<file path="src/rtl/fir_nibble_seq_if.sv">
// Sample, result and coefficient-config signals of the FIR nibble sequencer.
// Handshake: a sample moves when x_valid && x_ready are both high at a rising
// clk edge; y_valid is a one-cycle pulse with no backpressure; a cfg write is
// a single-cycle cfg_we strobe that the sequencer may silently drop.
interface fir_nibble_seq_if #(
    parameter int AW = 3
) ();
    logic [7:0]    x_data;
    logic          x_valid;
    logic          x_ready;
    logic [15:0]   y_data;
    logic          y_valid;
    logic          cfg_we;
    logic [AW-1:0] cfg_addr;
    logic [7:0]    cfg_data;
    logic          cfg_busy;

    modport master (
        output x_data, x_valid, cfg_we, cfg_addr, cfg_data,
        input  x_ready, y_data, y_valid, cfg_busy
    );

    modport slave (
        input  x_data, x_valid, cfg_we, cfg_addr, cfg_data,
        output x_ready, y_data, y_valid, cfg_busy
    );
endinterface

</file>
<file path="src/rtl/fir_nibble_seq.sv">
// Sequencer for a nibble-serial FIR PE chain: serializes 8-bit samples into
// 4-cycle frames, tracks frames through the chain with a tag pipe, reassembles
// 16-bit results and holds the per-tap coefficients.
module fir_nibble_seq #(
    parameter int TAPS = 8,
    parameter int LAT  = 40,
    parameter int AW   = 3
) (
    input  logic                clk,
    input  logic                reset,
    fir_nibble_seq_if.slave     bus,
    output logic [TAPS*8-1:0]   coef,
    output logic [3:0]          pe_xin,
    output logic [3:0]          pe_yin,
    output logic                pe_rdy,
    input  logic [3:0]          pe_yout,
    input  logic                pe_vld,
    output logic                sync_err,
    output logic [1:0]          fsm_state
);
    typedef enum logic [1:0] {
        IDLE  = 2'd0,
        RUN   = 2'd1,
        DRAIN = 2'd2
    } state_t;

    state_t          state, state_n;
    logic [1:0]      ph, ph_n;
    logic [7:0]      xbuf;
    logic            fvld;
    logic            accept;
    logic [LAT-1:0]  tag;
    logic            tag_out;
    logic            tag_empty;
    logic            cap_busy;
    logic [1:0]      cap_cnt;
    logic [11:0]     cap_buf;
    logic [15:0]     y_data_q;
    logic            y_valid_q;
    logic [AW-1:0]   addr;
    logic            cfg_ok;

    assign bus.x_ready  = (state == IDLE) || (ph == 2'd3);
    assign accept       = bus.x_valid && bus.x_ready;
    assign bus.cfg_busy = (state != IDLE);
    assign bus.y_data   = y_data_q;
    assign bus.y_valid  = y_valid_q;
    assign pe_yin       = 4'd0;
    assign fsm_state    = state;
    assign tag_out      = tag[LAT-1];
    assign tag_empty    = ~|tag;
    assign addr         = bus.cfg_addr;
    assign cfg_ok       = bus.cfg_we && (state == IDLE) && (32'(addr) < TAPS);

    // Frame drive: high nibble on ph0, low nibble on ph1, zeros otherwise and for bubbles.
    always_comb begin
        pe_xin = 4'd0;
        pe_rdy = 1'b0;
        if (state != IDLE && fvld) begin
            case (ph)
                2'd0: begin
                    pe_xin = xbuf[7:4];
                    pe_rdy = 1'b1;
                end
                2'd1:    pe_xin = xbuf[3:0];
                default: pe_xin = 4'd0;
            endcase
        end
    end

    // Next state and frame phase; frames only change at the ph3 boundary.
    always_comb begin
        state_n = state;
        ph_n    = (state == IDLE) ? 2'd0 : ph + 2'd1;
        case (state)
            IDLE: begin
                if (accept) state_n = RUN;
            end
            RUN: begin
                if (ph == 2'd3 && !accept) state_n = DRAIN;
            end
            DRAIN: begin
                if (ph == 2'd3) begin
                    if (accept) state_n = RUN;
                    else if (tag_empty && !cap_busy) state_n = IDLE;
                end
            end
            default: state_n = IDLE;
        endcase
    end

    // State, phase and the sample buffer; a ph3 boundary without a sample makes a bubble.
    always_ff @(posedge clk or posedge reset) begin
        if (reset) begin
            state <= IDLE;
            ph    <= 2'd0;
            xbuf  <= 8'd0;
            fvld  <= 1'b0;
        end else begin
            state <= state_n;
            ph    <= ph_n;
            if (accept) begin
                xbuf <= bus.x_data;
                fvld <= 1'b1;
            end else if (state != IDLE && ph == 2'd3) begin
                fvld <= 1'b0;
            end
        end
    end

    // Tag pipe mirrors the chain latency so a result is expected exactly LAT cycles after ph0.
    always_ff @(posedge clk or posedge reset) begin
        if (reset) tag <= '0;
        else       tag <= {tag[LAT-2:0], pe_rdy};
    end

    // Result capture: four nibbles LSB first, y_data updates only when the full word is ready.
    always_ff @(posedge clk or posedge reset) begin
        if (reset) begin
            cap_busy  <= 1'b0;
            cap_cnt   <= 2'd0;
            cap_buf   <= 12'd0;
            y_data_q  <= 16'd0;
            y_valid_q <= 1'b0;
            sync_err  <= 1'b0;
        end else begin
            y_valid_q <= 1'b0;
            if (tag_out) begin
                cap_buf[3:0] <= pe_yout;
                cap_cnt      <= 2'd1;
                cap_busy     <= 1'b1;
                if (!pe_vld) sync_err <= 1'b1;
            end else if (cap_busy) begin
                cap_cnt <= cap_cnt + 2'd1;
                case (cap_cnt)
                    2'd1: cap_buf[7:4]  <= pe_yout;
                    2'd2: cap_buf[11:8] <= pe_yout;
                    default: begin
                        y_data_q  <= {pe_yout, cap_buf};
                        y_valid_q <= 1'b1;
                        cap_busy  <= 1'b0;
                    end
                endcase
            end
        end
    end

    // Coefficient registers: writable only while idle and only for existing taps.
    always_ff @(posedge clk or posedge reset) begin
        if (reset) begin
            coef <= '0;
        end else begin
            for (int k = 0; k < TAPS; k++) begin
                if (cfg_ok && 32'(addr) == k) coef[8*k +: 8] <= bus.cfg_data;
            end
        end
    end
endmodule

</file>
<file path="src/flat_wrapper.sv">
// flat-port wrapper written by rule: the top's interface ports become plain ports
module fir_nibble_seq_flat 
#(
    parameter int TAPS = 8,
    parameter int LAT  = 40,
    parameter int AW   = 3
)
  (clk, reset, coef, pe_xin, pe_yin, pe_rdy, pe_yout, pe_vld, sync_err, fsm_state, bus_x_data, bus_x_valid, bus_cfg_we, bus_cfg_addr, bus_cfg_data, bus_x_ready, bus_y_data, bus_y_valid, bus_cfg_busy);
  fir_nibble_seq_if #(.AW(AW)) bus_i ();
  input  logic clk;
  input  logic reset;
  output logic [TAPS*8-1:0] coef;
  output logic [3:0] pe_xin;
  output logic [3:0] pe_yin;
  output logic pe_rdy;
  input  logic [3:0] pe_yout;
  input  logic pe_vld;
  output logic sync_err;
  output logic [1:0] fsm_state;
  input wire logic [$bits(bus_i.x_data)-1:0] bus_x_data;
  input wire logic [$bits(bus_i.x_valid)-1:0] bus_x_valid;
  input wire logic [$bits(bus_i.cfg_we)-1:0] bus_cfg_we;
  input wire logic [$bits(bus_i.cfg_addr)-1:0] bus_cfg_addr;
  input wire logic [$bits(bus_i.cfg_data)-1:0] bus_cfg_data;
  output wire logic [$bits(bus_i.x_ready)-1:0] bus_x_ready;
  output wire logic [$bits(bus_i.y_data)-1:0] bus_y_data;
  output wire logic [$bits(bus_i.y_valid)-1:0] bus_y_valid;
  output wire logic [$bits(bus_i.cfg_busy)-1:0] bus_cfg_busy;
  assign bus_i.x_data = bus_x_data;
  assign bus_i.x_valid = bus_x_valid;
  assign bus_i.cfg_we = bus_cfg_we;
  assign bus_i.cfg_addr = bus_cfg_addr;
  assign bus_i.cfg_data = bus_cfg_data;
  assign bus_x_ready = bus_i.x_ready;
  assign bus_y_data = bus_i.y_data;
  assign bus_y_valid = bus_i.y_valid;
  assign bus_cfg_busy = bus_i.cfg_busy;
  fir_nibble_seq #(.TAPS(TAPS), .LAT(LAT), .AW(AW)) u_core (.clk(clk), .reset(reset), .bus(bus_i), .coef(coef), .pe_xin(pe_xin), .pe_yin(pe_yin), .pe_rdy(pe_rdy), .pe_yout(pe_yout), .pe_vld(pe_vld), .sync_err(sync_err), .fsm_state(fsm_state));
endmodule
</file>
<file path="config.mk">
export PLATFORM = sky130hd
export DESIGN_NAME = fir_nibble_seq_flat
export DESIGN_NICKNAME = d
export VERILOG_FILES = /design/src/rtl/fir_nibble_seq_if.sv /design/src/rtl/fir_nibble_seq.sv /design/src/flat_wrapper.sv
export SDC_FILE = /design/constraint.sdc
export NUM_CORES = 1
export LEC_CHECK = 0
export ABC_AREA = 1
export CAP_MARGIN = 25
export CORE_MARGIN = 3
export CORE_UTILIZATION = 50
export CTS_CLUSTER_SIZE = 10
export DETAILED_ROUTE_END_ITERATION = 6
export GPL_ROUTABILITY_DRIVEN = 0
export PLACE_DENSITY = 0.86
export SETUP_SLACK_MARGIN = 0.5
export SKIP_LAST_GASP = 1
export SYNTH_ARGS = -nofsm -noshare
export SYNTH_HDL_FRONTEND = slang
export SYNTH_SLANG_ARGS = --single-unit
</file>
<file path="constraint.sdc">
create_clock -name clk -period 5.8 [get_ports clk]
set_input_delay 1.16 -clock clk [delete_from_list [all_inputs] [get_ports clk]]
set_output_delay 1.16 -clock clk [all_outputs]
set_load 0.1 [all_outputs]
</file>
==> qor.txt <==
Tmin final: 4.01 ns
Initial Util: 0.518
Fin crit share: 0.692
Routed Antenna Nets: 0
Fin nets: 647
Distinct cell type count after synthesis: 24
Worst-path fanout max: 6
Clk_lat worst skew: 0.51 ns
Detail Placement HPWL: 8.28 mm
CTS root buf: clkbuf_8
Max-Cap Viols: 0
First-pass GRT wire length: 19.6 mm
Highest Clock Rate: 249 MHz
Total core area: 10400 µm²
WL/cell: 16.0 µm
Share of cells above drive strength 1: 0.0766
Longest Clk Path Bufs: 2
Detailed Route WL: 12.2 mm
Vias: 3885
# IOs: 123
Synth Area per Inst: 11.0 µm²
CP endpoint kind: output port
Status: completed
Total gr overflow: 0
Post-synth top cells: dfrtp_1, nand2_1, o21ai_0
Cells after Synth: 487
Initial antenna violation count: 0
Hold Path Class: register to register
Setup CP Type: register to output port
Worst EP required: 4.64 ns
Setup TNS: 0 ns
CTS tree: done
CP arrival: 2.85 ns
CTS Sinks: 150
CTS Hold Buffers Added: 0
Antenna cell count: 0
Leading area contributor after synthesis: dfrtp_1
Input/output buffers: 118
Startpoint types: register
Initial DRC count: 289
# rows: 37
Overall die height: 110 µm
Largest net degree at the start of global routing: 113
Worst-path clk slew: 0.06 ns
Worst Clk Skew: 0.0108 ns
Final hold viol count: 0
DR pass1 iterations: 6
Yosys Warn Count: 0
Hold WS: 0.374 ns
Final count of negative-setup-slack endpoints: 0
Asr flop ratio synth: 1.00
Total CTS buffers: 17
Top cell type's share of synthesized area: 0.698
Final Max Tran Viols: 0
Area delta synth->final: 34.9%
Syn Std Cell Area: 5380 µm²
Rel. slew slack: 0.308
Sequential share of the synthesized area: 0.698
Least-Margin Pin Slew: 1.03 ns
Yosys reg bits: 150
Die Wd: 110 µm
Top post-synthesis cells by area: dfrtp_1, nand2_1, o21ai_0
# DRC: 0
Number of synthesized flops with an enable pin: 0
Most frequent cell after synthesis: dfrtp_1
Die area: 12000 µm²
GR Util All Layers: 0.214
Postcts setup bufs: 0
Vias/cell: 5.09
Vias in the first global route: 3932
Post-CTS Resized: 0
RSZ-0062 raised after global routing: no
Htree depth: 4
Most used DFF post-synth: dfrtp_1
==> layout by cell type (no fill, tap or decap), drive strengths merged <==
| master | count |
|---|---|
| a21oi | 16 |
| nand2 | 114 |
| nand3 | 3 |
| nor2 | 49 |
| nor3 | 2 |
| bufinv | 1 |
| clkinvlp | 5 |
| a32o | 4 |
| o21ai | 73 |
| clkinv | 4 |
| o211ai | 1 |
| clkdlybuf4s50 | 118 |
| buf | 2 |
| clkbuf | 20 |
| and2 | 1 |
| o21bai | 1 |
| dfrtp | 150 |
| nand4 | 7 |
| mux2 | 8 |
| inv | 39 |
| ha | 5 |
| conb | 4 |
==> flip-flops by register name (all words and copies together) (netlist names) <==
name / count
u_core.bus.y_data: 16
u_core.bus.y_valid: 1
u_core.cap_buf: 12
u_core.cap_busy: 1
u_core.cap_cnt: 2
u_core.coef: 64
u_core.fsm_state: 2
u_core.fvld: 1
u_core.ph: 2
u_core.sync_err: 1
u_core.tag: 40
u_core.xbuf: 8
==> critical path, cell delays in order, from the launching register on <==
cell and delay [ns]:
dfrtp_1 0.44, nor2_4 0.08, nor2_1 0.28, nand2_1 0.09, inv_1 0.16, a32o_1 0.16
clkdlybuf4s50_1 1.13
==> cell type report <==
cell class,count,area (µm²)
repair buffers,120,1220
clock buffers,20,445
fillers,720,3120
inverters,37,144
flip-flops and latches,150,3750
clock inverters,12,120
multi-input cells,288,1400
well taps,136,170
==> path summary, 6_finish.rpt <==
kind	start	to	slack, ns	cells past startpoint
setup / recovery	u_core.fsm_state[1]	pe_xin[3]	1.79	6
hold / removal	u_core.tag[24]	u_core.tag[25]	0.37	0
setup reg to reg	u_core.cap_cnt[0]	u_core.bus.y_data[7]	3.74	6
hold reg to reg	u_core.tag[24]	u_core.tag[25]	0.37	0
max in group asynchronous	reset	u_core.coef[6]	3.72	4
min in group asynchronous	reset	u_core.cap_buf[8]	1.17	3
==> per-layer routing <==
| layer | track usage | up-vias | share of wire |
|---|---|---|---|
| li1 | - | 1826 | - |
| met4 | 0.103 | 0 | 0.033 |
| met5 | 0 | - | 0 |
| met2 | 0.358 | 128 | 0.51 |
| met3 | 0.0499 | 29 | 0.048 |
| met1 | 0.263 | 1902 | 0.41 |
==> logic make-up (layout without fill, tap and decap cells) <==
family / after synthesis / in the layout / synth area share
buffers and inverters: 52 / 189 / 0.0433
DFF: 150 / 150 / 0.698
and+or+nand+nor: 176 / 176 / 0.136
AOI/OAI and AO/OA: 95 / 95 / 0.0931
other: 1 / 4 / 0.000698
muxes: 8 / 8 / 0.0168
adders and majority gates: 5 / 5 / 0.0116
==> through the flow <==
step	std cells	utilization	setup WS, ns	instance area [µm²]
finish	763	0.699	1.79	7250
global route	763	0.699	1.63	7250
CTS	762	0.696	1.77	7220
detailed placement	730	0.642	2.34	6660
global placement	730	0.642	2.42	6660
floorplan	490	-	0.604	5390
Power is left out: the tool's default activity adds up to more than one toggle a clock period on the data nets, which glitch-free logic cannot reach.
